`src/rtl/buzzer_pkg.sv`:
```
// Shared widths and default timing constants for the buzzer input conditioner.
package buzzer_pkg;

  localparam int DEBOUNCE_CNT_W           = 16;
  localparam int STUCK_CNT_W              = 24;
  localparam int DEBOUNCE_CYCLES_DEFAULT  = 1000;
  localparam int STUCK_CYCLES_DEFAULT     = 5000000;

  typedef logic [DEBOUNCE_CNT_W-1:0] db_cnt_t;
  typedef logic [STUCK_CNT_W-1:0]    stuck_cnt_t;

endpackage

```
`src/rtl/buzzer_debounce.sv`:
```
// One buzzer channel: synchronizer, debounce counter, clean level, press pulse
// and sticky stuck-button flag.
import buzzer_pkg::*;

module buzzer_debounce #(
  parameter int DEBOUNCE_CYCLES = DEBOUNCE_CYCLES_DEFAULT,
  parameter int STUCK_CYCLES    = STUCK_CYCLES_DEFAULT
) (
  input  logic clk,
  input  logic rst_n,
  input  logic raw,
  input  logic press_enable,
  input  logic clear_stuck,
  output logic level,
  output logic press,
  output logic stuck
);

  logic       sync1;
  logic       s;
  db_cnt_t    db_cnt;
  stuck_cnt_t stuck_cnt;
  stuck_cnt_t stuck_next;
  logic       db_done;

  assign db_done = (s != level) && (db_cnt == db_cnt_t'(DEBOUNCE_CYCLES - 1));

  always_comb begin
    stuck_next = stuck_cnt;
    if (stuck_cnt != '1) stuck_next = stuck_cnt + stuck_cnt_t'(1);
  end

  always_ff @(posedge clk or negedge rst_n) begin
    if (!rst_n) begin
      sync1     <= 1'b0;
      s         <= 1'b0;
      db_cnt    <= '0;
      level     <= 1'b0;
      press     <= 1'b0;
      stuck_cnt <= '0;
      stuck     <= 1'b0;
    end else begin
      sync1 <= raw;
      s     <= sync1;

      if (s == level) begin
        db_cnt <= '0;
      end else if (db_done) begin
        level  <= s;
        db_cnt <= '0;
      end else begin
        db_cnt <= db_cnt + db_cnt_t'(1);
      end

      // Pulse lands on the same edge the level rises; enable is sampled there only.
      press <= db_done && s && press_enable;

      if (level) stuck_cnt <= stuck_next;
      else       stuck_cnt <= '0;

      // Counter saturates past the threshold, so a clear while held re-sets next edge.
      if (level && (stuck_next >= stuck_cnt_t'(STUCK_CYCLES))) stuck <= 1'b1;
      else if (clear_stuck)                                      stuck <= 1'b0;
    end
  end

endmodule

```
`src/rtl/buzzer_conditioner.sv`:
```
// Two-player buzzer front end: conditions both raw push-buttons into clean
// levels, press pulses and stuck flags.
import buzzer_pkg::*;

module buzzer_conditioner #(
  parameter int DEBOUNCE_CYCLES = DEBOUNCE_CYCLES_DEFAULT,
  parameter int STUCK_CYCLES    = STUCK_CYCLES_DEFAULT
) (
  input  logic clk,
  input  logic rst_n,
  input  logic raw_user1,
  input  logic raw_user2,
  input  logic press_enable,
  input  logic clear_stuck,
  output logic buzzer_user1,
  output logic buzzer_user2,
  output logic press_user1,
  output logic press_user2,
  output logic stuck_user1,
  output logic stuck_user2
);

  buzzer_debounce #(
    .DEBOUNCE_CYCLES (DEBOUNCE_CYCLES),
    .STUCK_CYCLES    (STUCK_CYCLES)
  ) u_user1 (
    .clk          (clk),
    .rst_n        (rst_n),
    .raw          (raw_user1),
    .press_enable (press_enable),
    .clear_stuck  (clear_stuck),
    .level        (buzzer_user1),
    .press        (press_user1),
    .stuck        (stuck_user1)
  );

  buzzer_debounce #(
    .DEBOUNCE_CYCLES (DEBOUNCE_CYCLES),
    .STUCK_CYCLES    (STUCK_CYCLES)
  ) u_user2 (
    .clk          (clk),
    .rst_n        (rst_n),
    .raw          (raw_user2),
    .press_enable (press_enable),
    .clear_stuck  (clear_stuck),
    .level        (buzzer_user2),
    .press        (press_user2),
    .stuck        (stuck_user2)
  );

endmodule

```
`config.mk`:
```
export PLATFORM = sky130hd
export DESIGN_NAME = buzzer_conditioner
export DESIGN_NICKNAME = d
export VERILOG_FILES = /design/src/rtl/buzzer_pkg.sv /design/src/rtl/buzzer_debounce.sv /design/src/rtl/buzzer_conditioner.sv
export SDC_FILE = /design/constraint.sdc
export NUM_CORES = 1
export LEC_CHECK = 0
export ABC_AREA = 0
export CORE_MARGIN = 2
export CORE_UTILIZATION = 30
export CTS_CLUSTER_DIAMETER = 60
export DETAILED_ROUTE_END_ITERATION = 10
export SKIP_CTS_REPAIR_TIMING = 1
export SLEW_MARGIN = 20
export SYNTH_ARGS = -nofsm -noshare
export SYNTH_HDL_FRONTEND = slang
export SYNTH_SLANG_ARGS = --single-unit
```
`constraint.sdc`:
```
create_clock -name clk -period 5.8 [get_ports clk]
set_input_delay 0.87 -clock clk [delete_from_list [all_inputs] [get_ports clk]]
set_output_delay 0.87 -clock clk [all_outputs]
set_load 0.02 [all_outputs]
```
=== Word level (Yosys, flattened, before mapping) ===
Cells that the tools add are included.

* Register bits after elaboration: 90
* Output and inout bits: 6

* Add/subtract/negate cells: 4
* $lt $le $gt $ge: 2
* Equal/unequal tests: 8
* Mux-type cells: 11
* Bitwise logic cells: 2
* Reduce and logical (&&, ||, !) cells: 12

{| class="wikitable"
|+ Operator list
! cell !! count
|-
| 2-to-1 mux 24 bit || 4
|-
| 2-to-1 mux 16 bit || 4
|-
| adder 24 x 1 -> 24 bit (second input constant) || 2
|-
| greater-or-equal comparator 24 x 23 -> 1 bit (second input constant) || 2
|-
| inequality test 24 bit (second input constant) || 2
|-
| adder 16 x 1 -> 16 bit (second input constant) || 2
|-
| == test 16 x 10 -> 1 bit (second input constant) || 2
|-
| logical AND 1 bit || 8
|-
| AND reduction 2 bit || 2
|-
| nonzero test 2 bit || 2
|-
| 2-to-1 mux 1 bit || 3
|-
| == test 1 bit || 2
|-
| inequality test 1 bit || 2
|-
| NOT 1 bit || 2
|}

=== Depth between registers and ports, before layout ===
* Depth after elaboration: 5
* Gate-level depth with buffers: 11
* Gate-level depth less buffers: 9

=== Modules after synthesis ===
From an unflattened synthesis, not the netlist that was laid out.

* Cells, all modules: 554
* Area, all modules: 5078.6 um2

{| class="wikitable"
|+ Modules (own cells, without submodules)
! module !! instances !! cells an instance !! area each (um2)
|-
| buzzer_debounce (u_user1) || 1 || 280 || 2557.5
|-
| buzzer_debounce (u_user2) || 1 || 274 || 2521.2
|}

=== Least setup slack after synthesis ===
Ideal clock, no wire load.

* Path kind: reg-to-reg
* From: register u_user1.stuck_cnt[0]
* To: register u_user1.stuck
* Library setup time: 86 ps
* Arrival: 2350 ps
* Required time: 5714 ps
* Path slack: 3364 ps
* Cell stages (with the launch flop): 10
* Buffers on the path: 1
* Clock period less this slack: 2436 ps
* Cells stage by stage: dfrtp_1 -> ha_1 -> nand3_1 -> nor4_4 -> buf_6 -> nor3b_1 -> a31oi_1 -> a211o_1 -> a211o_1 -> o221ai_2

* Word-level cells in the longest chain between the ends: 5
* Elaborated cells on any way between the ends: 7

{| class="wikitable"
|+ Ends and longest elaborated chain
! element !! RTL line !! RTL
|-
| from (decl) || buzzer_debounce.sv:22 || <nowiki>stuck_cnt_t stuck_cnt;</nowiki>
|-
| from (signal assigned) || buzzer_debounce.sv:58 || <nowiki>if (level) stuck_cnt <= stuck_next;</nowiki>
|-
| adder 24 x 1 -> 24 bit or inequality test 24 bit (tied branches) || buzzer_debounce.sv:30 || <nowiki>if (stuck_cnt != '1) stuck_next = stuck_cnt + stuck_cnt_t'(1);</nowiki>
|-
| 2-to-1 mux 24 bit (*) || buzzer_debounce.sv:30 ||
|-
| greater-or-equal comparator 24 x 23 -> 1 bit (*) || buzzer_debounce.sv:62 || <nowiki>if (level && (stuck_next >= stuck_cnt_t'(STUCK_CYCLES))) stuck <= 1'b1;</nowiki>
|-
| logical AND 1 bit (*) || buzzer_debounce.sv:62 ||
|-
| 2-to-1 mux 1 bit or nonzero test 2 bit (tied branches) || -- ||
|-
| to (signal assigned) || buzzer_debounce.sv:41 || <nowiki>stuck <= 1'b0;</nowiki>
|-
| to (signal assigned) || buzzer_debounce.sv:62 ||
|-
| to (signal assigned) || buzzer_debounce.sv:63 || <nowiki>else if (clear_stuck) stuck <= 1'b0;</nowiki>
|-
| to (decl) || buzzer_debounce.sv:16 || <nowiki>output logic stuck</nowiki>
|}

Every way passes the cells marked *; elsewhere a longest branch is shown, timed or not.
A chain may end at the register's enable or synchronous reset.

=== Final worst setup path ===
Same ends and word-level chain as after synthesis.

==> flow_metrics.tcl <==
set metrics [dict create \
    drt_wl_total_um 9691 \
    drt_iter0_drc 205 \
    hold_path_class "flip-flop to flip-flop" \
    cp.arrival_ps 3160 \
    numCtsBuffers 9 \
    finalMaxSlewViolations 0 \
    area_growth_pct 11.73 \
    finalHoldViolCount 0 \
    synth_compound_area_frac 0.08150 \
    cts_sinks 90 \
    max_freq_ghz 0.3449 \
    start_util 0.3072 \
    utilization 0.3432 \
    drc 0 \
    ff2ff_path_depth 9 \
    cts_tree "built" \
    synth-xor-area-share 0.1234 \
    yosysSeqAreaShare 0.4599 \
    netlist_area_um2 4897 \
    synth_top_area_frac 0.4599 \
    slew_headroom 0.4809 \
    worstSetupStartpointType "flip-flop" \
    dieArea_um2 17360 \
    synthSimpleGateAreaFrac 0.2872 \
    finalCriticalPeriod_ps 2900 \
    die_x_um 131.8 \
    drt-wirelength-per-cell_um 13.03 \
    dp_hpwl_um 6784 \
    yosysTopAreaCell "dfrtp_1" \
    status "completed" \
    synth_top_family_by_area "simple AND/OR/NAND/NOR gates" \
    crit_type "flip-flop to flip-flop" \
    ys.flop_type "dfrtp_1" \
    drive_gt1_frac 0.07576 \
    synthCells 518 \
    power.density_nw_per_um2 224.4 \
    max-clock-path-buffers 2 \
    fin_skew_ps 7.960 \
    grt_first_pass_wirelength_um 17370 \
    firstDrtPassIters 4 \
    p_sw_frac 0.2366 \
    syn_avg_cell_area_um2 9.454 \
    p_sw_mw 0.2905 \
    htreeDepth 3 \
    drv_cap 0 \
    seqPwrFrac 0.518 \
    grt_usage 0.1210 \
    rows 46 \
    grt_pass1_vias 3703 \
    yosys.cell_types.count 60 \
    critPathLaunch "u_user1.stuck_cnt[0]" \
    antenna_cells 0 \
    clockRootBuffer "clkbuf_16" \
    power_mw 1.228 \
    finalSetupTns_ps 0 \
    grt_max_degree 49 \
    clkPwrFrac 0.461 \
    synth_mux_area_frac 0.006643 \
    coreArea_um2 15940 \
    synth-edff-count 0 \
    io_buffers 11 \
    combPwrFrac 0.021 \
    endpoint_kind "flip-flop" \
    ant_nets 0 \
    nNetsFinal 533 \
    synth_nets 528 \
    min_period_over_period 0.4999 \
    cp_data_required_time_ps 6060 \
    antenna_found_initial 0 \
    r2r_setup_slack_ps 2900 \
    synth.area.top_cells "dfrtp_1 (46%), xnor2_1 (6.8%), nor2_1 (6.3%)" \
    drt-vias-per-instance 4.901 \
    ys_warn_count 0 \
    p_leak_nw 2.145 \
    die_h_um 131.8 \
    io-pin-count 12 \
    clock_latency_ps 350 \
    final_cell_count_no_fill 744 \
    path_max_fanout 12 \
    rsz0062_at_grt "false" \
    place_inst 728 \
    ir_worst_vdd_uv 152.9 \
    cts.clk_slew.worst_paths_ps 70 \
    synthAdderAreaFrac 0.01022 \
    async_reset_ff_frac 1.000 \
    ys_seq_elements 90 \
    grt_overflow 0 \
    r2r_end "u_user1.stuck" \
    num_vias 3646 \
    worst_pin_slew_ps 774.5 \
    cp-endpoint "u_user1.stuck" \
    place_congestion 0.8376 \
    p_int_mw 0.9372 \
    setup_viol 0 \
    crit-reg2reg-launch "u_user1.stuck_cnt[0]" \
]
[Yosys cell counts (9+ instances only)]
master and instances:
clkbuf_1 10, inv_1 12, a31oi_1 9, nor3_1 13, dfrtp_1 90, nor2b_1 11
nand4_1 20, xor2_1 31, nand3_1 34, and2_1 16, xnor2_1 38, nor2_1 82
and3_1 12, nand2_1 42
[layout by cell type (no fill, tap or decap), types with 5 or more instances in the layout]
cell type and count:
a21oi_1 7, a31oi_1 9, and2_1 16, and3_1 12, and4_1 5, clkbuf_16 9
clkdlybuf4s50_1 10, dfrtp_1 90, inv_1 12, nand2_1 42, nand3_1 34, nand4_1 20
nor2_1 82, nor2b_1 11, nor3_1 12, o21ai_0 8, xnor2_1 38, xor2_1 31
[final cells by class]
class | instances | area, µm²
clock inverter | 7 | 58.81
tap | 216 | 270.3
sequential | 90 | 2252
clock buffer | 9 | 225.2
fill | 1638 | 10470
multi-input combinational | 397 | 2497
timing repair buffer | 13 | 122.6
inverter | 12 | 45.04
[metal layers]
| metal | share of wire | vias up | GRT usage |
|---|---|---|---|
| met5 | 0 | - | 0 |
| met4 | 0.017 | 0 | 0.04227 |
| met3 | 0.033 | 12 | 0.03460 |
| met2 | 0.49 | 44 | 0.2010 |
| met1 | 0.46 | 1784 | 0.1510 |
| li1 | - | 1806 | - |
[registers in the layout, summed over array words and instances, names as in the netlist, 16 cells and up]
register,count
u_user1.db_cnt,16
u_user1.stuck_cnt,24
u_user2.db_cnt,16
u_user2.stuck_cnt,24
[worst min path at each step]
| stage | slack, ps | cells past startpoint | endpoint | start |
|---|---|---|---|---|
| CTS | 360 | 0 | u_user2.s | u_user2.sync1 |
| finish | 360 | 0 | u_user2.s | u_user2.sync1 |
| detailed placement | 350 | 0 | u_user2.s | u_user2.sync1 |
| global placement | 340 | 0 | u_user1.s | u_user1.sync1 |
| floorplan | 330 | 0 | u_user1.s | u_user1.sync1 |
| global route | 370 | 0 | u_user2.s | u_user2.sync1 |
[metrics by stage]
stage | cell area [µm²] | worst slack (ps) | hold slack, ps
floorplan | 4897 | 3364 | 331.2
global placement | 5182 | 2969 | 339.2
detailed placement | 5182 | 2825 | 346.9
CTS | 5466 | 2798 | 363.7
global route | 5472 | 2693 | 367.0
finish | 5472 | 2900 | 361.8
[power by group through the flow]
stage          Sequential [mW]  Combinational [mW]  Clock, mW
3_3_place_gp             0.648              0.0264          0
4_1_cts                  0.636              0.0278      0.583
3_5_place_dp             0.648              0.0277          0
6_report                 0.636              0.0260      0.566
5_1_grt                  0.636              0.0314      0.607
2_1_floorplan            0.647             0.00821          0
[logic make-up after synthesis]
logic type | after synthesis
compound gates | 52
xor+xnor | 69
fa+ha+maj | 4
buf+inv | 31
flops | 90
mux | 3
simple gates | 269
[worst max-delay path, stage by stage, from the launching register on]
cell and delay (ps):
dfrtp_1 420, ha_1 230, nand3_1 160, nor4_4 650
a2111oi_4 200, and2_4 230, or3_1 320, a211o_1 260
a211o_1 280, o221ai_2 60
No activity file was read; power rests on OpenSTA's default activity.
